<file path="src/rtl/ara_pkg.sv">
// Shared slide-unit types and sizing helpers.
package ara_pkg;

  // Per-request emission order of the stride components.
  typedef enum logic {
    P2_LSB_FIRST = 1'b0,
    P2_MSB_FIRST = 1'b1
  } p2_order_e;

  // Bits needed to index num_idx items, never less than one.
  function automatic int unsigned idx_width(input int unsigned num_idx);
    return (num_idx > 1) ? unsigned'($clog2(num_idx)) : 1;
  endfunction

  // Stride width of the slide unit: a byte offset across all lanes.
  function automatic int unsigned sldu_stride_width(input int unsigned nr_lanes);
    return idx_width(8 * nr_lanes);
  endfunction

endpackage

</file>
<file path="src/rtl/p2_onehot_sel.sv">
// Picks the lowest or highest set bit of a vector as a one-hot value.
module p2_onehot_sel #(
  parameter int unsigned Width = 8
) (
  input  logic [Width-1:0] data_i,
  input  logic             msb_first_i,
  output logic [Width-1:0] onehot_o,
  output logic             empty_o
);

  logic [Width-1:0] lsb_hot;
  logic [Width-1:0] msb_hot;

  // Two's-complement trick isolates the lowest set bit.
  assign lsb_hot = data_i & (~data_i + Width'(1));

  // Scan upward so the highest set bit is the one left standing.
  always_comb begin
    msb_hot = '0;
    for (int unsigned i = 0; i < Width; i++) begin
      if (data_i[i]) begin
        msb_hot    = '0;
        msb_hot[i] = 1'b1;
      end
    end
  end

  assign onehot_o = msb_first_i ? msb_hot : lsb_hot;
  assign empty_o  = ~|data_i;

endmodule

</file>
<file path="src/rtl/popcount.sv">
// Population count of a bit vector (common_cells-compatible interface).
module popcount #(
  parameter int unsigned INPUT_WIDTH = 256
) (
  input  logic [INPUT_WIDTH-1:0]     data_i,
  output logic [$clog2(INPUT_WIDTH):0] popcount_o
);

  localparam int unsigned CntW = $clog2(INPUT_WIDTH) + 1;

  // Plain adder chain; widths here are small enough that a tree buys nothing.
  always_comb begin
    popcount_o = '0;
    for (int unsigned i = 0; i < INPUT_WIDTH; i++) begin
      popcount_o = popcount_o + CntW'(data_i[i]);
    end
  end

endmodule

</file>
<file path="src/rtl/p2_stride_seq.sv">
// Power-of-two stride sequencer: splits a stride into its one-hot
// components and emits them one per valid/ready beat, LSB- or MSB-first.
// Optional running offset output acc_o is enabled by P2_STRIDE_SEQ_ACC_EN.
module p2_stride_seq
  import ara_pkg::*;
#(
  parameter int unsigned NrLanes     = 0,
  parameter int unsigned StrideWidth = sldu_stride_width(NrLanes),
  parameter int unsigned PopcWidth   = idx_width(StrideWidth) + 1
) (
  input  logic                   clk_i,
  input  logic                   rst_i,
  input  logic                   flush_i,
  input  logic [StrideWidth-1:0] stride_i,
  input  logic                   msb_first_i,
  input  logic                   stride_valid_i,
  output logic                   stride_ready_o,
  output logic [StrideWidth-1:0] stride_p2_o,
  output logic [PopcWidth-1:0]   popc_o,
  output logic                   last_o,
  output logic                   valid_o,
  input  logic                   ready_i,
  output logic                   done_o
`ifdef P2_STRIDE_SEQ_ACC_EN
  ,
  output logic [StrideWidth-1:0] acc_o
`endif
);

  localparam logic [0:0] IDLE = 1'b0;
  localparam logic [0:0] RUN  = 1'b1;

  localparam int unsigned CntW = $clog2(StrideWidth) + 1;

  logic [0:0]             state_q;
  logic [StrideWidth-1:0] residual_q;
  logic                   msb_first_q;
  logic                   done_q;

  logic [StrideWidth-1:0] sel_p2;
  logic                   residual_empty;
  logic [CntW-1:0]        residual_cnt;
  logic                   out_hs;
  logic                   accept;
  logic                   stride_nz;

  p2_onehot_sel #(
    .Width (StrideWidth)
  ) u_sel (
    .data_i      (residual_q),
    .msb_first_i (msb_first_q == P2_MSB_FIRST),
    .onehot_o    (sel_p2),
    .empty_o     (residual_empty)
  );

  popcount #(
    .INPUT_WIDTH (StrideWidth)
  ) u_popc (
    .data_i     (residual_q),
    .popcount_o (residual_cnt)
  );

  // RUN always holds a non-empty residual; the empty gate only keeps the
  // output quiet should that invariant ever be violated.
  assign valid_o     = (state_q == RUN) & ~residual_empty;
  assign stride_p2_o = valid_o ? sel_p2 : '0;
  assign popc_o      = PopcWidth'(residual_cnt);
  assign last_o      = valid_o & (popc_o == PopcWidth'(1));
  assign done_o      = done_q;

  assign out_hs    = valid_o & ready_i;
  assign stride_nz = |stride_i;

  // A new stride may enter when idle or on the final beat of the current one,
  // which is what makes back-to-back strides gapless.
  assign stride_ready_o = ~flush_i & ((state_q == IDLE) | (out_hs & last_o));
  assign accept         = stride_valid_i & stride_ready_o;

  // Sequencer state: load on accept, peel one component per output beat.
  always_ff @(posedge clk_i) begin
    if (rst_i) begin
      state_q     <= IDLE;
      residual_q  <= '0;
      msb_first_q <= 1'b0;
      done_q      <= 1'b0;
    end else if (flush_i) begin
      state_q    <= IDLE;
      residual_q <= '0;
      done_q     <= 1'b0;
    end else begin
      // A zero stride has nothing to emit, so it completes immediately.
      done_q <= (out_hs & last_o) | (accept & ~stride_nz);
      if (accept && stride_nz) begin
        residual_q  <= stride_i;
        msb_first_q <= msb_first_i;
        state_q     <= RUN;
      end else if (out_hs) begin
        residual_q <= residual_q ^ stride_p2_o;
        if (last_o) state_q <= IDLE;
      end
    end
  end

`ifdef P2_STRIDE_SEQ_ACC_EN
  logic [StrideWidth-1:0] acc_q;

  // Running byte offset: the sum of components is bounded by the stride,
  // so this never wraps.
  always_ff @(posedge clk_i) begin
    if (rst_i || flush_i) begin
      acc_q <= '0;
    end else if (accept && stride_nz) begin
      acc_q <= '0;
    end else if (out_hs) begin
      acc_q <= acc_q + stride_p2_o;
    end
  end

  assign acc_o = acc_q;
`else
  // No accumulator: beats carry no running offset.
`endif

endmodule

</file>
<file path="config.mk">
export PLATFORM = sky130hd
export DESIGN_NAME = p2_stride_seq
export DESIGN_NICKNAME = d
export VERILOG_FILES = /design/src/rtl/ara_pkg.sv /design/src/rtl/p2_onehot_sel.sv /design/src/rtl/popcount.sv /design/src/rtl/p2_stride_seq.sv
export SDC_FILE = /design/constraint.sdc
export NUM_CORES = 1
export LEC_CHECK = 0
export BUFFER_PORTS_ARGS = -buffer_cell sky130_fd_sc_hd__buf_2
export CAP_MARGIN = 10
export CORE_AREA = 2 2 39 41
export CTS_CLUSTER_DIAMETER = 120
export DETAILED_ROUTE_END_ITERATION = 16
export DIE_AREA = 0 0 41 43
export GPL_TIMING_DRIVEN = 0
export PLACE_DENSITY_LB_ADDON = 0.12
export SLEW_MARGIN = 20
export SYNTH_ARGS = -nofsm -noshare
export SYNTH_HDL_FRONTEND = slang
export SYNTH_SLANG_ARGS = --single-unit
</file>
<file path="constraint.sdc">
create_clock -name clk_i -period 1.7 [get_ports clk_i]
set_clock_uncertainty 0.2 [all_clocks]
set_input_delay 0.255 -clock clk_i [delete_from_list [all_inputs] [get_ports clk_i]]
set_output_delay 0.255 -clock clk_i [all_outputs]
set_load 0.01 [all_outputs]
</file>
==> reports/results.tsv <==
metric	value	unit
slowest cell delay on critical path	440	ps
commonest non-fill, non-tap cell in the layout	buf_2	
min Tclk post-route	1540	ps
total CTS buffers	3	
Boundary Pins	14	
Final Util	0.197	
DRT antenna net count	0	
final hold slack	28.2	ps
GRT overflow	0	
slowest CP cell	dfxtp_1	
DR WL/cell	7.75	um
hold path depth	2	
synth top area cells	dfxtp_1 (35%), buf_4 (18%), a2111oi_2 (8.8%)	
final hold viol count	0	
warnings from Yosys	0	
port bufs	11	
initial core utilization	0.124	
vias in the first global route	164	
# fillers	167	
Mapped Area	171	um2
clk sinks	3	
final layout net count	43	
total die area	1760	um2
Post-Syn Instances	20	
first-pass GRT wire length	593	um
post-CTS resize count	0	
Die H	43	um
leading area contributor after synthesis	dfxtp_1	
clock tree buffer depth	2	
Max-Cap Viols	0	
Vias per Instance	3.65	
Max FO, Critical Path	7	
drt pass-1 iters	2	
post-detailed-routing wire length	395	um
Yosys reg bits	3	
FMAX	0.649	GHz
GPL Wtd Cong	0.726	
Final Cycle Share	0.907	
clk_lat worst skew	230	ps
core area	1380	um2
leakage power	0.000132	uW
RSZ-0062 raised after global routing	false	
final setup TNS	0	ps
synthesis-to-layout area growth	59.1	%
via count	186	
Post-CTS Setup Bufs	0	
Total GRT Usage	0.0561	
Cell Chain, Critical Path	and2_2, buf_4, buf_2	
WP data arrival	1090	ps
ant diodes	0	
Final setup viols	0	
share of the synthesized area in the top cell type	0.350	
H-tree depth	1	
power per cell area	833	nW/um2
Slew Viols, Final	0	
Netlist cell types	12	
Mean Syn Cell Area	8.57	um2
Syn Nets	27	
DP HPWL	331	um
CTS clk-pin slew, worst paths	40	ps
Startpoint Class	flop	
CTS Root Cell	clkbuf_4	
# DRC	0	
Die X	41	um
largest net degree at the start of global routing	8	
initial antenna violation count	0	
hold buffer count at CTS	0	
peak supply drop	0.178	mV
most frequent cells in the layout	buf_2 (11), buf_4 (4), clkbuf_4 (3), dfxtp_1 (3)	
endpoint type of the worst setup path	output pin	
WP data required	1240	ps
outcome	complete, no violations	
crit path kind	flop to output pin	
reg2reg path depth	2	
initial DRC count	3	
Seq/Total Area, Yosys	0.350	
number of cell rows	14	
CTS tree	done	
layout cells sized above 1	0.600	
class of the worst hold path	input pin to flop	
flip-flops by register name, indices dropped and copies added (netlist names):
| signal | count |
|---|---|
| residual_q | 1 |
| done_o | 1 |
| state_q | 1 |
kinds of logic after synthesis:
| kind of cell | Yosys count | share of synthesized area |
|---|---|---|
| AOI/OAI and AO/OA | 5 | 0.241 |
| other | 1 | 0.0219 |
| buffers and inverters | 5 | 0.197 |
| and+or+nand+nor | 6 | 0.190 |
| DFF | 3 | 0.350 |
synth_stat cells:
cell type / instances
and2_2: 1
nand2_1: 2
a21oi_1: 1
a2111oi_2: 1
nor3_1: 2
a22oi_1: 2
inv_2: 1
conb_1: 1
buf_4: 4
a31oi_1: 1
nor3b_1: 1
dfxtp_1: 3
worst paths after layout:
path,endpoint,slack [ps],start
worst max register to register,residual_q,610,residual_q
worst max-delay path,stride_p2_o,160,state_q
worst min register to register,residual_q,320,residual_q
worst min-delay path,residual_q,30,rst_i
critical path: cells and delay by family, from the launching register on:
family        cells  cell delay (ps)
flops             1              440
buf+inv           2              210
simple gates      1              210
layout make-up:
class                           count  area, um2  share of cell area
Multi-Input combinational cell     12       77.6               0.284
Sequential cell                     3       60.1               0.220
Timing Repair Buffer               11       55.1               0.202
Buffer                              4       30.0               0.110
Clock buffer                        4       26.3              0.0963
Tap cell                           16       20.0              0.0734
Inverter                            1       3.75              0.0138
through the flow:
stage	setup slack, ps	instances	power, uW	instance area (um2)
2_1_floorplan	513	20	90.4	171
3_3_place_gp	404	47	104	246
3_5_place_dp	391	47	104	246
4_1_cts	137	51	234	273
5_1_grt	89.2	51	246	273
6_report	158	51	227	273
layer usage:
layer	GRT usage	part of all wire	vias to the layer above
li1	-	-	96
met1	0.0543	0.43	81
met2	0.0656	0.49	9
met3	0.0314	0.078	0
met4	0.0800	0	0
met5	0	0	-
power by group:
part	switching, uW	internal, uW
clock network	36.3	87.9
registers	3.02	73.1
logic	13.0	13.9
total	52.3	175
No activity file was read; power rests on OpenSTA's default activity.
